<file path="src/rtl/palette_video_out.sv">
// rtl/palette_video_out.sv - banked, runtime-loadable colour palette with blank masking and sync alignment
module palette_video_out #(
  parameter int          IDX_W    = 4,
  parameter int          COMP_W   = 6,
  parameter int          OUT_W    = 8,
  parameter int          BANKS    = 2,
  parameter logic [7:0]  DN_INDEX = 8'd2,
  localparam int         BSEL_W   = (BANKS > 1) ? $clog2(BANKS) : 1
) (
  input  logic              clk_sys,
  input  logic              reset,
  input  logic              ce_pix,
  input  logic              pixel,
  input  logic [IDX_W-1:0]  color,
  input  logic [BSEL_W-1:0] bank_sel,
  input  logic              hsync_in,
  input  logic              vsync_in,
  input  logic              hblank_in,
  input  logic              vblank_in,
  input  logic              dn_go,
  input  logic [7:0]        dn_index,
  input  logic              dn_wr,
  input  logic [7:0]        dn_data,
  output logic [OUT_W-1:0]  r,
  output logic [OUT_W-1:0]  g,
  output logic [OUT_W-1:0]  b,
  output logic              hsync,
  output logic              vsync,
  output logic              hblank,
  output logic              vblank,
  output logic              ce_out,
  output logic              busy,
  output logic              load_done,
  output logic              overflow
);

  localparam int ENTRIES = BANKS << IDX_W;
  localparam int AW      = (BANKS > 1) ? IDX_W + $clog2(BANKS) : IDX_W;
  localparam int RGB_W   = 3 * COMP_W;
  localparam logic [AW:0] FULL = (AW + 1)'(ENTRIES);

  typedef logic [ENTRIES-1:0][RGB_W-1:0] ram_t;
  typedef enum logic {IDLE, LOAD} state_t;

  // Power-up image: every bank is a grey ramp of its own index.
  function automatic ram_t grey_ramp();
    ram_t              img;
    logic [IDX_W-1:0]  idx;
    logic [COMP_W-1:0] c;
    for (int e = 0; e < ENTRIES; e++) begin
      idx = IDX_W'(e);
      for (int k = 0; k < COMP_W; k++) c[COMP_W-1-k] = idx[IDX_W-1-(k % IDX_W)];
      img[e] = {c, c, c};
    end
    return img;
  endfunction

  function automatic logic [OUT_W-1:0] widen(input logic [COMP_W-1:0] c);
    logic [OUT_W-1:0] w;
    for (int k = 0; k < OUT_W; k++) w[OUT_W-1-k] = c[COMP_W-1-(k % COMP_W)];
    return w;
  endfunction

  ram_t ram = grey_ramp();

  logic [AW-1:0]     rd_addr, s1_addr;
  logic              s1_pixel, s1_blank, s1_hs, s1_vs, s1_hb, s1_vb;
  logic [RGB_W-1:0]  rd_word;
  logic              unused_bits;

  assign rd_addr     = AW'({bank_sel, color});
  assign rd_word     = ram[s1_addr];
  assign unused_bits = ^{dn_data, bank_sel};

  always_ff @(posedge clk_sys or posedge reset) begin
    if (reset) begin
      s1_addr  <= '0;
      s1_pixel <= 1'b0;
      s1_blank <= 1'b0;
      s1_hs    <= 1'b0;
      s1_vs    <= 1'b0;
      s1_hb    <= 1'b0;
      s1_vb    <= 1'b0;
      r        <= '0;
      g        <= '0;
      b        <= '0;
      hsync    <= 1'b0;
      vsync    <= 1'b0;
      hblank   <= 1'b0;
      vblank   <= 1'b0;
      ce_out   <= 1'b0;
    end else begin
      ce_out <= ce_pix;
      if (ce_pix) begin
        s1_addr  <= rd_addr;
        s1_pixel <= pixel;
        s1_blank <= hblank_in | vblank_in;
        s1_hs    <= hsync_in;
        s1_vs    <= vsync_in;
        s1_hb    <= hblank_in;
        s1_vb    <= vblank_in;
        hsync    <= s1_hs;
        vsync    <= s1_vs;
        hblank   <= s1_hb;
        vblank   <= s1_vb;
        if (s1_pixel && !s1_blank) begin
          r <= widen(rd_word[RGB_W-1 -: COMP_W]);
          g <= widen(rd_word[2*COMP_W-1 -: COMP_W]);
          b <= widen(rd_word[COMP_W-1:0]);
        end else begin
          r <= '0;
          g <= '0;
          b <= '0;
        end
      end
    end
  end

  state_t             state, state_n;
  logic [1:0]         phase, phase_n;
  logic [AW:0]        entry, entry_n;
  logic [COMP_W-1:0]  r_lat, g_lat, r_lat_n, g_lat_n;
  logic               dn_go_d, overflow_n, done_n, we, sel;
  logic [COMP_W-1:0]  dn_comp;

  assign sel     = (dn_index == DN_INDEX);
  assign dn_comp = dn_data[7 -: COMP_W];
  assign busy    = (state == LOAD);

  always_comb begin
    state_n    = state;
    phase_n    = phase;
    entry_n    = entry;
    r_lat_n    = r_lat;
    g_lat_n    = g_lat;
    overflow_n = overflow;
    done_n     = 1'b0;
    we         = 1'b0;
    case (state)
      IDLE: begin
        if (dn_go && !dn_go_d && sel) begin
          state_n    = LOAD;
          phase_n    = 2'd0;
          entry_n    = '0;
          overflow_n = 1'b0;
        end
      end
      LOAD: begin
        // Falling dn_go drops any partial triplet simply by resetting phase.
        if (!dn_go) begin
          state_n = IDLE;
          phase_n = 2'd0;
          done_n  = 1'b1;
        end else if (dn_wr && sel) begin
          if (entry == FULL) begin
            overflow_n = 1'b1;
          end else begin
            case (phase)
              2'd0: begin
                r_lat_n = dn_comp;
                phase_n = 2'd1;
              end
              2'd1: begin
                g_lat_n = dn_comp;
                phase_n = 2'd2;
              end
              default: begin
                we      = 1'b1;
                phase_n = 2'd0;
                entry_n = entry + 1'b1;
              end
            endcase
          end
        end
      end
      default: state_n = IDLE;
    endcase
  end

  always_ff @(posedge clk_sys or posedge reset) begin
    if (reset) begin
      state     <= IDLE;
      phase     <= 2'd0;
      entry     <= '0;
      r_lat     <= '0;
      g_lat     <= '0;
      overflow  <= 1'b0;
      load_done <= 1'b0;
      dn_go_d   <= 1'b0;
    end else begin
      state     <= state_n;
      phase     <= phase_n;
      entry     <= entry_n;
      r_lat     <= r_lat_n;
      g_lat     <= g_lat_n;
      overflow  <= overflow_n;
      load_done <= done_n;
      dn_go_d   <= dn_go;
    end
  end

  // Palette storage keeps its contents across reset; a same-cycle read sees the old word.
  always_ff @(posedge clk_sys) begin
    if (we) ram[entry[AW-1:0]] <= {r_lat, g_lat, dn_comp};
  end

endmodule

</file>
<file path="config.mk">
export PLATFORM = sky130hd
export DESIGN_NAME = palette_video_out
export DESIGN_NICKNAME = d
export VERILOG_FILES = /design/src/rtl/palette_video_out.sv
export SDC_FILE = /design/constraint.sdc
export NUM_CORES = 1
export LEC_CHECK = 0
export ABC_AREA = 1
export CAP_MARGIN = 20
export CELL_PAD_IN_SITES_DETAIL_PLACEMENT = 2
export CELL_PAD_IN_SITES_GLOBAL_PLACEMENT = 2
export CORE_ASPECT_RATIO = 1.1
export CORE_MARGIN = 2
export CORE_UTILIZATION = 30
export CTS_BUF_LIST = sky130_fd_sc_hd__clkbuf_8
export DETAILED_ROUTE_END_ITERATION = 7
export PLACE_DENSITY = 0.64
export SYNTH_ARGS = -nofsm -noshare
export SYNTH_HDL_FRONTEND = slang
export SYNTH_SLANG_ARGS = --single-unit
</file>
<file path="constraint.sdc">
create_clock -name clk_sys -period 3.68 [get_ports clk_sys]
set_input_delay 0.92 -clock clk_sys [delete_from_list [all_inputs] [get_ports clk_sys]]
set_output_delay 0.92 -clock clk_sys [all_outputs]
set_load 0.01 [all_outputs]
</file>
* Word level (Yosys, flattened, before mapping)
Cells that the tools add are included. W data, S select, Z words.
Word-level totals: register bits 640, bits of input ports 31, output and inout port bits 32, logic and storage cells 122
Operators by class: $add $sub $neg 1, magnitude comparators 3, equal/unequal tests 11, mux-type cells 35, bitwise operators 3, reduce and logical (&&, ||, !) cells 14
Operator list (count):
- $bwmux W576 | 1
- $bmux W18 S5 | 1
- $demux W18 S5 | 1
- $mux W18 | 2
- $mux W6 | 5
- $mux W8 | 3
- $reduce_and A5 Y1 | 3
- $mux W1 | 13
- $lt A5 B6 Y1 const B | 2
- $pmux W6 S2 | 1
- $eq A8 B2 Y1 const B | 1
- $mux W2 | 4
- $ne A2 B2 Y1 const B | 4
- $pmux W2 S2 | 2
- $add A6 B1 Y6 const B | 1
- $eq A6 B6 Y1 const B | 1
- $ge A5 B1 Y1 const B | 1
- $logic_and A1 B1 Y1 | 5
- $ne A2 B1 Y1 const B | 2
- $pmux W1 S2 | 2
- $reduce_and A4 Y1 | 1
- $ne A3 B2 Y1 const B | 1
- $ne A3 B3 Y1 const B | 1
- $reduce_and A3 Y1 | 1
- 6 further kinds | 8

* Depth between registers and ports, before layout
depth after elaboration 7, mapped depth 12, mapped depth without buffers 10

* Worst setup path before layout
Ideal clock, no wire load.
kind in2reg, start in dn_index[3], end reg ram[432] (netlist bit), enable pin, library setup time 0.416 ns, arrival time 3.147 ns, required time 3.264 ns, slack 0.117 ns, stages 7, path buffers 1, path through or2_1 -> nor3_4 -> nand2_2 -> nor2_4 -> nand2_4 -> buf_6 -> nor3_1
On the way: longest elaborated chain between the ends 5
Ends and longest elaborated chain:
- start, declared | RTL line 21 | input logic [7:0] dn_index,
- $eq A8 B2 Y1 | RTL line 126 | assign sel = (dn_index == DN_INDEX);
- $logic_and A1 B1 Y1 | RTL line 154 | end else if (dn_wr && sel) begin
- $mux W1 | RTL line 154
- $mux W1 | RTL line 150 | if (!dn_go) begin
- $mux W1 | RTL line 139 | case (state)
- end signal, assigned by index | RTL line 204 | if (we) ram[entry[AW-1:0]] <= {r_lat, g_lat, dn_comp};
- end, declared | RTL line 64 | ram_t ram = grey_ramp();
No other way between the ends. A chain may end at the register's enable or synchronous reset.

* Worst setup path after layout
start reg s1_addr[0], end reg b[4]
On the way: longest elaborated chain between the ends 3
Ends and longest elaborated chain:
- start, declared | RTL line 66 | logic [AW-1:0] rd_addr, s1_addr;
- start signal, assigned | RTL line 95 | s1_addr <= rd_addr;
- $bmux W18 S5 | RTL line 72 | assign rd_word = ram[s1_addr];
- $mux W18 (not written as such) | RTL line 72
- $mux W8 | RTL line 106 | if (s1_pixel && !s1_blank) begin
- end signal, assigned | RTL line 109 | b <= widen(rd_word[COMP_W-1:0]);
- end, declared | RTL line 26 | output logic [OUT_W-1:0] b,
No other way between the ends. The select of a mux whose other input is x is not followed.

==> impl_metrics.toml <==
[timing]
clock_skew_ns = 0.0226
fin_tns_setup_ns = 0
setup_violations = 0
finalCriticalPeriod_ns = 2.68
fin_ws_ns = 1.00
period_share_pct = 72.7
rsz0062_at_grt = "no"
fmax_ghz = 0.374
max_slew.worst_pin.slew_ns = 1.04
relSlewSlack_pct = 30.4
finalMaxSlewViolations = 0
whs_ns = 0.481
hold_viol = 0

[critical_path]
worst-path-buf-inv = 2
crit_type = "reg2reg"
cp.required_ns = 4.33
startpoint_type = "flop"
r2r-end = "b[4]$_DFFE_PP0P_"
worstPathArrival_ns = 3.32
rrSetupSlack_ns = 1.00
path_cells = "inv_8, buf_4, nand2_1, nand3_1, nand3_1, nand2_1, nand2_1, nand3_1, nand3_1, nand2_1"
r2r-start = "s1_addr[0]$_DFFE_PP0P_"
worst-r2r-cell-count = 10
crit_family = "simple AND/OR/NAND/NOR gates"
cp_slowest_cell = "dfrtp_4"
critical-path-max-stage-delay_ns = 0.54
crit_path_start = "s1_addr[0]$_DFFE_PP0P_"
worstSetupEndpointType = "flop"
path_max_fanout = 72

[global_route]
grt_max_degree = 151
overflow = 0
grt_pass1_vias = 19600
grt.total_usage_pct = 19.4
grt_pass1_wl_microns = 127000
antenna_found_initial = 2

[clock_network]
cts_buffer_depth = 3
htreeDepth = 3
cts_setup_buffers = 0
postCtsResizedCells = 0
root_buffer = "clkbuf_8"
cts.sinks = 634
clk_pin_slew_ns = 0.06
cts_buffers = 107
clock_latency_ns = 0.71
cts_hold_buf = 0
cts_tree = "done"

[finish]
final_cell_mix = "nand2_1, edfxtp_1, nand3_1"
multi_input_area_sq_mm = 0.00632
area_delta_synth_final_pct = 17.8
mostFrequentLayoutCell = "nand2_1"
nNetsFinal = 2369
drive_gt1_share_pct = 11.4
nFillCells = 8876
final-seq-area_sq_mm = 0.0188

[logic_synthesis]
ys_ff_latch = 634
syn-num-nets = 2264
synth_cell_types = 30
avgSynthCellArea_sq_um = 11.5
ys_seq_area_share_pct = 73.0
yosys_warnings = 0
synth_cells = 2229
syn-cell-area_sq_mm = 0.0257

[power]
ir_worst_vdd_mv = 0.235
power.density_mw_per_mm2 = 503
power_mw = 15.2
p_leak_nw = 11.3

[floorplan]
initial_core_util_pct = 30.3
core_sq_mm = 0.0848
die_y_microns = 311
die_area_sq_mm = 0.0880
rows = 112
fp.dieW_microns = 283
io_pins = 63

[route]
drtIter0Drc = 1099
final_antenna_net_count = 0
dr_total_vias = 17700
via_per_inst = 4.98
drc = 0
routed_wl_microns = 85300
wl_per_cell_microns = 23.9
drt_first_pass_iters = 5

[hold_path]
hold_end = "overflow$_DFFE_PP0P_"
hold_path.startpoint = "overflow$_DFFE_PP0P_"
whs_path_depth = 2
hold_path_class = "reg2reg"

[job]
maxCapViolCount = 0

[placed_design]
place.gp.congestion = 0.780
dpl.hpwl_microns = 50500
place_ws_ns = 0.370
io_buffers = 60

[outcome]
outcome = "completed"
-- cell usage after synthesis, drive strengths merged --
master	count	area, sq um
xnor2	1	8.76
a21oi	2	10.0
o21ai	19	95.1
nand4	4	25.0
o31ai	1	7.51
dfrtp	58	1450
nand3	502	2510
or2	2	15.0
clkbuf	32	120
edfxtp	576	17300
ha	4	50.1
nor2	14	60.1
nor3	36	196
buf	105	527
inv	27	104
clkinv	5	18.8
nand2	839	3160
xor2	2	17.5
-- kinds of logic after synthesis --
group | synth area share, %
compound gates | 0.439
xor+xnor | 0.102
simple gates | 23.3
flops | 73.0
fa+ha+maj | 0.195
buf+inv | 3.00
-- power by group --
group	total, mW	switching (mW)	internal [mW]
clock network	6.01	2.92	3.10
registers	7.85	0.0319	7.82
logic	1.36	0.984	0.378
total	15.2	3.93	11.3
-- stage by stage --
step	instances	util, %	instance area (sq um)
final	3566	35.7	30300
after floorplan	2229	-	25700
after global placement	3365	33.3	28200
after CTS	3564	35.7	30200
after global routing	3565	35.7	30200
after detailed placement	3365	33.3	28200
-- worst max-delay path by stage --
stage	endpoint	slack (ns)	cells after the start
2_1_floorplan	ram[432]$_DFFE_PP_	0.12	7
3_3_place_gp	ram[390]$_DFFE_PP_	0.47	9
3_5_place_dp	ram[4]$_DFFE_PP_	0.37	9
4_1_cts	busy	0.98	1
5_1_grt	b[4]$_DFFE_PP0P_	0.87	10
6_report	b[4]$_DFFE_PP0P_	1.00	10
-- worst reg2reg max path, stage by stage (launching register included) --
cell,delay (ns)
dfrtp_4,0.54
inv_8,0.40
buf_4,0.52
nand2_1,0.12
nand3_1,0.08
nand3_1,0.17
nand2_1,0.17
nand2_1,0.07
nand3_1,0.25
nand3_1,0.20
nand2_1,0.10
-- flip-flops by register name, indices dropped and copies added, names as in the netlist, 2 cells and up --
name / flops
ram: 576
b: 6
entry: 6
g: 6
g_lat: 6
r: 6
r_lat: 6
s1_addr: 5
phase: 2
-- area by class of cell --
cell class	count	share of cell area, %
multi-input combinational	1426	20.9
clock buffer	126	5.73
antenna	2	0.0165
tap	1140	4.72
sequential	634	62.0
clock inverter	73	0.997
timing repair buffer	133	5.16
inverter	32	0.434
-- metal layers --
layer	part of all wire [%]	vias to the layer above	GRT usage, %
met1	43	9283	25.1
li1	-	7988	-
met3	4.2	128	2.92
met2	50	344	33.2
met4	2.5	2	6.35
met5	0.064	-	0.489
Power figures use the tool's default switching activity.
